===== config.mk =====
export PLATFORM = sky130hd
export DESIGN_NAME = fifo_wr_arbiter
export DESIGN_NICKNAME = d
export VERILOG_FILES = /design/src/rtl/fifo_pkg.sv /design/src/rtl/fifo_wr_arbiter.sv
export SDC_FILE = /design/constraint.sdc
export NUM_CORES = 1
export LEC_CHECK = 0
export BUFFER_PORTS_ARGS = -buffer_cell sky130_fd_sc_hd__clkbuf_2
export CORE_UTILIZATION = 45
export CTS_CLUSTER_DIAMETER = 200
export CTS_CLUSTER_SIZE = 10
export DETAILED_ROUTE_END_ITERATION = 12
export PLACE_DENSITY = 0.7
export SETUP_SLACK_MARGIN = 0.1
export SYNTH_ARGS = -nofsm -noshare
export SYNTH_HDL_FRONTEND = slang
export SYNTH_SLANG_ARGS = --single-unit

===== constraint.sdc =====
create_clock -name wr_clk -period 3.63 [get_ports wr_clk]
set_input_delay 0 -clock wr_clk [delete_from_list [all_inputs] [get_ports wr_clk]]
set_output_delay 0 -clock wr_clk [all_outputs]
set_load 0.02 [all_outputs]

===== src/rtl/fifo_pkg.sv =====
// Shared types and helpers for the FIFO write-side arbiter.
// Holds the state encoding, default widths and the round-robin pick function.
package fifo_pkg;

    localparam int FIFO_DATA_W   = 8;
    localparam int ARB_MAX_BURST = 4;

    typedef enum logic [1:0] {
        IDLE   = 2'd0,
        SERVE0 = 2'd1,
        SERVE1 = 2'd2
    } arb_state_t;

    // Two-way round-robin select; rr_ptr breaks the tie when both request.
    function automatic arb_state_t rr_pick(input logic rr_ptr, input logic req0, input logic req1);
        arb_state_t pick;
        if (req0 && req1) begin
            pick = rr_ptr ? SERVE1 : SERVE0;
        end else if (req0) begin
            pick = SERVE0;
        end else if (req1) begin
            pick = SERVE1;
        end else begin
            pick = IDLE;
        end
        return pick;
    endfunction

    function automatic logic [1:0] state_grant(input arb_state_t st);
        logic [1:0] g;
        case (st)
            SERVE0:  g = 2'b01;
            SERVE1:  g = 2'b10;
            default: g = 2'b00;
        endcase
        return g;
    endfunction

endpackage


===== src/rtl/fifo_wr_arbiter.sv =====
// Shares the FIFO write port between two request/ack producers with
// round-robin bounded bursts and full/almost-full throttling.
module fifo_wr_arbiter
    import fifo_pkg::*;
#(
    parameter int DATA_W    = FIFO_DATA_W,
    parameter int MAX_BURST = ARB_MAX_BURST,
    parameter int CNT_W     = 16
) (
    input  logic              wr_clk,
    input  logic              reset_n,
    input  logic              req0,
    input  logic [DATA_W-1:0] din0,
    output logic              ack0,
    input  logic              req1,
    input  logic [DATA_W-1:0] din1,
    output logic              ack1,
    input  logic              f_full,
    input  logic              f_almost_full,
    output logic [DATA_W-1:0] data_in,
    output logic              enable_wr,
    output logic [1:0]        grant,
    output logic [CNT_W-1:0]  wr_count0,
    output logic [CNT_W-1:0]  wr_count1
);

    localparam logic [3:0] BURST_LAST = 4'(MAX_BURST - 1);

    arb_state_t        state_r;
    arb_state_t        state_next_s;
    logic              rr_ptr_r;
    logic              rr_next_s;
    logic [3:0]        burst_cnt_r;
    logic [3:0]        burst_next_s;
    logic [DATA_W-1:0] data_in_r;
    logic              enable_wr_r;
    logic [1:0]        grant_r;
    logic [CNT_W-1:0]  cnt0_r;
    logic [CNT_W-1:0]  cnt1_r;

    logic can_write_s;
    logic ack0_s;
    logic ack1_s;
    logic serve1_s;
    logic own_req_s;
    logic oth_req_s;
    logic own_ack_s;

    // Near full, the just-issued write must land before another is allowed.
    assign can_write_s = !f_full && !(f_almost_full && enable_wr_r);
    assign ack0_s      = reset_n && grant_r[0] && req0 && can_write_s;
    assign ack1_s      = reset_n && grant_r[1] && req1 && can_write_s;

    assign serve1_s  = (state_r == SERVE1);
    assign own_req_s = serve1_s ? req1 : req0;
    assign oth_req_s = serve1_s ? req0 : req1;
    assign own_ack_s = serve1_s ? ack1_s : ack0_s;

    // Next-state, round-robin pointer and burst counter decode.
    always_comb begin
        state_next_s = state_r;
        rr_next_s    = rr_ptr_r;
        burst_next_s = burst_cnt_r;
        case (state_r)
            IDLE: begin
                state_next_s = rr_pick(rr_ptr_r, req0, req1);
            end
            SERVE0, SERVE1: begin
                if ((own_ack_s && (burst_cnt_r == BURST_LAST)) || !own_req_s) begin
                    burst_next_s = 4'd0;
                    if (oth_req_s) begin
                        state_next_s = serve1_s ? SERVE0 : SERVE1;
                        rr_next_s    = !serve1_s;
                    end else if (own_req_s) begin
                        state_next_s = state_r;
                    end else begin
                        state_next_s = IDLE;
                    end
                end else if (own_ack_s) begin
                    burst_next_s = burst_cnt_r + 4'd1;
                end else begin
                    burst_next_s = burst_cnt_r;
                end
            end
            default: begin
                state_next_s = IDLE;
            end
        endcase
    end

    // Registered state, FIFO write port and accepted-word counters.
    always_ff @(posedge wr_clk) begin
        if (!reset_n) begin
            state_r     <= IDLE;
            rr_ptr_r    <= 1'b0;
            burst_cnt_r <= 4'd0;
            data_in_r   <= '0;
            enable_wr_r <= 1'b0;
            grant_r     <= 2'b00;
            cnt0_r      <= '0;
            cnt1_r      <= '0;
        end else begin
            state_r     <= state_next_s;
            rr_ptr_r    <= rr_next_s;
            burst_cnt_r <= burst_next_s;
            grant_r     <= state_grant(state_next_s);
            if (ack0_s) begin
                data_in_r   <= din0;
                enable_wr_r <= 1'b1;
                cnt0_r      <= cnt0_r + CNT_W'(1);
            end else if (ack1_s) begin
                data_in_r   <= din1;
                enable_wr_r <= 1'b1;
                cnt1_r      <= cnt1_r + CNT_W'(1);
            end else begin
                enable_wr_r <= 1'b0;
            end
        end
    end

    assign ack0      = ack0_s;
    assign ack1      = ack1_s;
    assign data_in   = data_in_r;
    assign enable_wr = enable_wr_r;
    assign grant     = grant_r;
    assign wr_count0 = cnt0_r;
    assign wr_count1 = cnt1_r;

endmodule


* After elaboration in Yosys (flattened, before gate mapping)
Index checks and enable logic that the tools add are counted.
Widths: inputs -> output; s select.
** Cells by class
- $add $sub $neg :: 3
- Equal/unequal tests :: 5
- Mux-type cells :: 19
- Bitwise operators :: 1
- Reduce and logical (&&, ||, !) cells :: 22
** Operator list (count)
- $add 16x1->16 const B :: 2
- $mux 2 :: 8
- $mux 8 :: 2
- $logic_and 1x1->1 :: 10
- $mux 4 :: 2
- $pmux 2 s2 :: 2
- $mux 1 :: 5
- $add 4x1->4 const B :: 1
- $eq 2x1->1 const B :: 2
- $eq 2x2->1 const B :: 2
- $eq 4x2->1 const B :: 1
- $logic_not 1->1 :: 4
- $reduce_and 2->1 :: 2
- $reduce_bool 2->1 :: 2
- $reduce_and 3->1 :: 1
- $logic_not 2->1 :: 1
- $reduce_or 2->1 :: 1
- $logic_or 1x1->1 :: 1
- $not 1->1 :: 1
** Word-level totals
- Register bits after elaboration :: 50
- Input port bits :: 22
- Output and inout port bits :: 45
- Word-level logic and storage cells :: 58

* Depth between registers and ports, before layout
- Word-level depth :: 11
- Mapped depth :: 8
- Depth with buffers taken out :: 7

* Least setup slack after synthesis
Ideal clock, no wire load.
- Path kind :: reg-to-reg
- Start :: register burst_cnt_r[0]
- End :: register grant_r[0] (netlist: grant[0])
- Arrival :: 1710 ps
- Slack :: 1803 ps
- Stages on the path, launching flop included :: 7
- Buffers on the path :: 0
- Path through :: dfxtp_1 ha_1 nor3b_2 nand4_1 o21a_1 o32a_1 and4b_1
** On the way
- Word-level cells in the longest chain between the ends :: 7
- Elaborated cells between the ends (all ways) :: 8
** RTL lines
- from (decl) :: RTL line fifo_wr_arbiter.sv:33 : logic [3:0] burst_cnt_r;
- from (signal assigned) :: RTL line fifo_wr_arbiter.sv:105 : burst_cnt_r <= burst_next_s;
- $eq 4x2->1 * :: RTL line fifo_wr_arbiter.sv:69 : if ((own_ack_s && (burst_cnt_r == BURST_LAST)) || !own_req_s) begin
- $logic_and 1x1->1 * :: RTL line fifo_wr_arbiter.sv:69
- $logic_or 1x1->1 * :: RTL line fifo_wr_arbiter.sv:69
- $mux 2 * :: RTL line fifo_wr_arbiter.sv:69
- $pmux 2 s2 * :: RTL line fifo_wr_arbiter.sv:64 : case (state_r)
- $eq 2x2->1 / $eq 2x1->1 (equally long branches) :: RTL line fifo_pkg.sv:31 : case (st)
- $pmux 2 s2 * :: RTL line fifo_pkg.sv:31
- to (signal assigned) :: RTL line fifo_wr_arbiter.sv:106 : grant_r <= state_grant(state_next_s);
- to (decl) :: RTL line fifo_wr_arbiter.sv:37 : logic [1:0] grant_r;
Every way passes the cells marked *; elsewhere a longest branch is shown, timed or not.
A chain may end at the register's enable or synchronous reset.

* Worst setup path in the final report
- Start :: input reset_n
- End :: register data_in_r[2] (netlist: data_in[2])
** On the way
- Word-level cells in the longest chain between the ends :: 4
- Elaborated cells between the ends (all ways) :: 8
** RTL lines
- from (decl) :: RTL line fifo_wr_arbiter.sv:11 : input logic reset_n,
- $logic_and 1x1->1, on equally long branches (3 in a row) :: RTL line fifo_wr_arbiter.sv:51, fifo_wr_arbiter.sv:52
- $mux 8 / $reduce_bool 2->1 (equally long branches)
- to (signal assigned) :: RTL line fifo_wr_arbiter.sv:108 : data_in_r <= din0;
- to (signal assigned) :: RTL line fifo_wr_arbiter.sv:112 : data_in_r <= din1;
- to (decl) :: RTL line fifo_wr_arbiter.sv:35 : logic [DATA_W-1:0] data_in_r;
Parallel ways exist; a longest one is shown, timed or not.

==> summary.txt <==
Run status
  – Status: finished, final reports clean

Detailed routing
  – Final ANT Viol Nets: 0
  – 1st-pass router iterations: 4
  – WL final: ~5800 um
  – Post-route DRC: 0
  – Routed len/inst: approximately 13 um
  – Via count: between 2000 and 2500
  – Vias per cell: 5.368
  – DRT iter0 DRCs: 120

Timing
  – Least-Margin Pin Slew: between 0.7 and 0.8 ns
  – Worst Setup Slack, final: between 1 and 1.5 ns
  – Final Hold Fails: 0
  – Final setup fails: 0
  – Share of the clock period used by the worst path: roughly two thirds
  – RSZ-0062 raised after global routing: no
  – Fmax: a little over 0.4 GHz
  – TNS Setup: 0 ns
  – Slew Limit Fails: 0
  – Worst Clk Skew: slightly above 0.006 ns
  – Final Critical Period: roughly 2.4 ns
  – Relative slew slack: 50.47%

Setup path
  – FF-to-FF path depth: 6
  – Crit Path Category: input pin to flip-flop
  – Worst Path Arrival: 2.67 ns
  – Startpoint types: input pin
  – Crit. End Element: flip-flop
  – Crit Path Max Fanout: 30
  – CP required: approximately 3.9 ns

Place
  – Placed cell area: 2850 um2
  – Placed Cells: 414
  – Input/output buffers: 66
  – RD Place Congestion: ~0.78
  – Final HPWL DP: between 4000 and 5000 um
  – Pre-CTS WS: 0.9573 ns

Yosys
  – Yosys cell types: 46
  – Yosys reg bits: 50
  – Asr flop ratio synth: 0%
  – Mapped Nets: ~320
  – Post-synth EDFFs: 0
  – Syn. warnings: 0
  – Post-Syn Area: approximately 2500 um2
  – Syn Area/Cell: ~8.6 um2
  – Sequential area share after synthesis: between 40 and 50%
  – Yosys top cell area share: between 40% and 50%
  – Cells after synthesis: roughly 290
  – Post-synth top area cell: dfxtp_1
  – Most common flop cell mapped by yosys: dfxtp_1
  – Top post-synthesis cells by area: dfxtp_1, nand2_1, nor2_1

Die
  – Die area: 5806 um2
  – Die span in y: about 76 um
  – Std cell rows: 26
  – Starting Density: between 40% and 50%
  – Core area: ~5200 um2
  – Die width: 76.20 um
  – # IOs: 67

Hold path
  – Type of the worst min-delay path: input pin to flip-flop
  – Worst Hold Depth: 3

Clock tree
  – # H-tree levels: 2
  – Clk_lat worst skew: approximately 0.29 ns
  – Clock transition at path regs: around 0.080 ns
  – CTS resizes: 0
  – Clock root cell: clkbuf_8
  – Setup Buffers After CTS: 0
  – Hold-fix buffers, CTS: 16
  – CTS tree: yes
  – Clk buf depth: 2
  – Clock sink count: 50
  – TritonCTS Buffers: 5

Global route
  – Vias in the first global route: between 2000 and 2500
  – Total GRT Usage: roughly a fifth
  – Initial antenna violation count: 0
  – Largest net degree at the start of global routing: 31
  – Grt ovf: 0
  – First-pass GRT wire length: 9963 um

Cells and area
  – Antenna cells: 0
  – Most frequent cells in the layout: clkbuf_2, dfxtp_1, nand2_1
  – Commonest non-fill, non-tap cell in the layout: clkbuf_2
  – Area growth syn-to-layout: 24.75%
  – Final instance area: about 3000 um2
  – Share of post-route cells with drive strength above 1: 21.80%
  – Filler-free cell count of the finished design: around 440
  – Fin nets: around 400

Pwr
  – Peak supply drop: between 0.0001 and 0.00015 V
  – Power density of the placed cells: approximately 320 nW/um2
  – Leakage: 0.001332 uW

Run
  – Max cap viols: 0
-- synth_stat cells (3+ instances only) --
master and instances:
and3_1 5, o211ai_1 4, nand2_1 42, nor2b_1 3, o21a_1 3, nand4_1 15, or3_1 3, and2_1 13
nand2b_1 7, a21oi_1 11, inv_1 9, nor3_1 4, buf_2 3, mux2i_1 6, o21ai_0 6, nand3_1 7
dfxtp_1 50, ha_1 6, clkbuf_1 6, xnor2_1 9, a311oi_1 8, xor2_1 8, o31ai_1 4, nor2_1 27
-- metrics by stage --
step | hold WS [ns] | power, uW | util (%)
6_report | 0.1095 | 998.7 | 59.38
5_1_grt | 0.1376 | 1048 | 59.38
4_1_cts | 0.08348 | 1008 | 59.38
3_5_place_dp | 0.2638 | 693.1 | 54.76
3_3_place_gp | 0.2560 | 692.1 | 54.76
2_1_floorplan | 0.1590 | 658.6 | -
-- layer usage --
metal / global-route usage, % / wire length (um) / vias up
li1: - / - / 1183
met1: 27.52 / 2848 / 1100
met4: 5.962 / 59 / 0
met2: 35.27 / 2671 / 59
met5: 0 / 0 / -
met3: 3.593 / 243 / 4
-- cell families (layout without fill, tap and decap cells) --
group,count (synthesis),count (layout),share of synthesized area (%)
buffers and inverters,21,100,3.484
AOI/OAI and AO/OA,50,50,14.45
muxes,6,6,2.424
adders and majority gates,6,6,3.030
xor gates and xnor gates,17,17,6.010
and+or+nand+nor,138,138,30.20
DFF,50,50,40.40
-- report_power, final --
group | leakage, uW | total, uW | switching (uW) | internal, uW
clock network | 0.0000373 | 306 | 174 | 132
registers | 0.000403 | 569 | 10.0 | 559
logic | 0.000891 | 123 | 69.1 | 54.3
-- registers in the layout, summed over array words and instances (netlist names) --
signal       cells
burst_cnt_r      4
data_in          8
enable_wr        1
grant            2
rr_ptr_r         1
state_r          2
wr_count0       16
wr_count1       16
-- area by class of cell --
| type | instances | area (um2) |
|---|---|---|
| flip-flops and latches | 50 | 1001 |
| fillers | 482 | 2115 |
| clock buffers | 6 | 72.57 |
| well taps | 70 | 87.58 |
| repair buffers | 82 | 490.5 |
| inverters | 11 | 41.29 |
| clock inverters | 1 | 7.507 |
| multi-input cells | 217 | 1390 |
-- critical path, stage by stage --
cell and delay [ns]:
clkbuf_2 0.41, nor2b_1 0.43, nand4_1 0.46, inv_2 0.39
nand2_1 0.11, a311oi_1 0.27, dlygate4sd3_1 0.59
-- final timing paths --
check / from / slack, ns / endpoint
max: reset_n / 1.19 / data_in[2]$_SDFFE_PN0P_
min: req1 / 0.11 / rr_ptr_r$_SDFFE_PN0P_
max reg2reg: enable_wr$_SDFF_PN0_ / 1.31 / data_in[2]$_SDFFE_PN0P_
min reg2reg: wr_count0[1]$_SDFFE_PN0P_ / 0.50 / wr_count0[1]$_SDFFE_PN0P_
(Power assumes the default switching activity.)
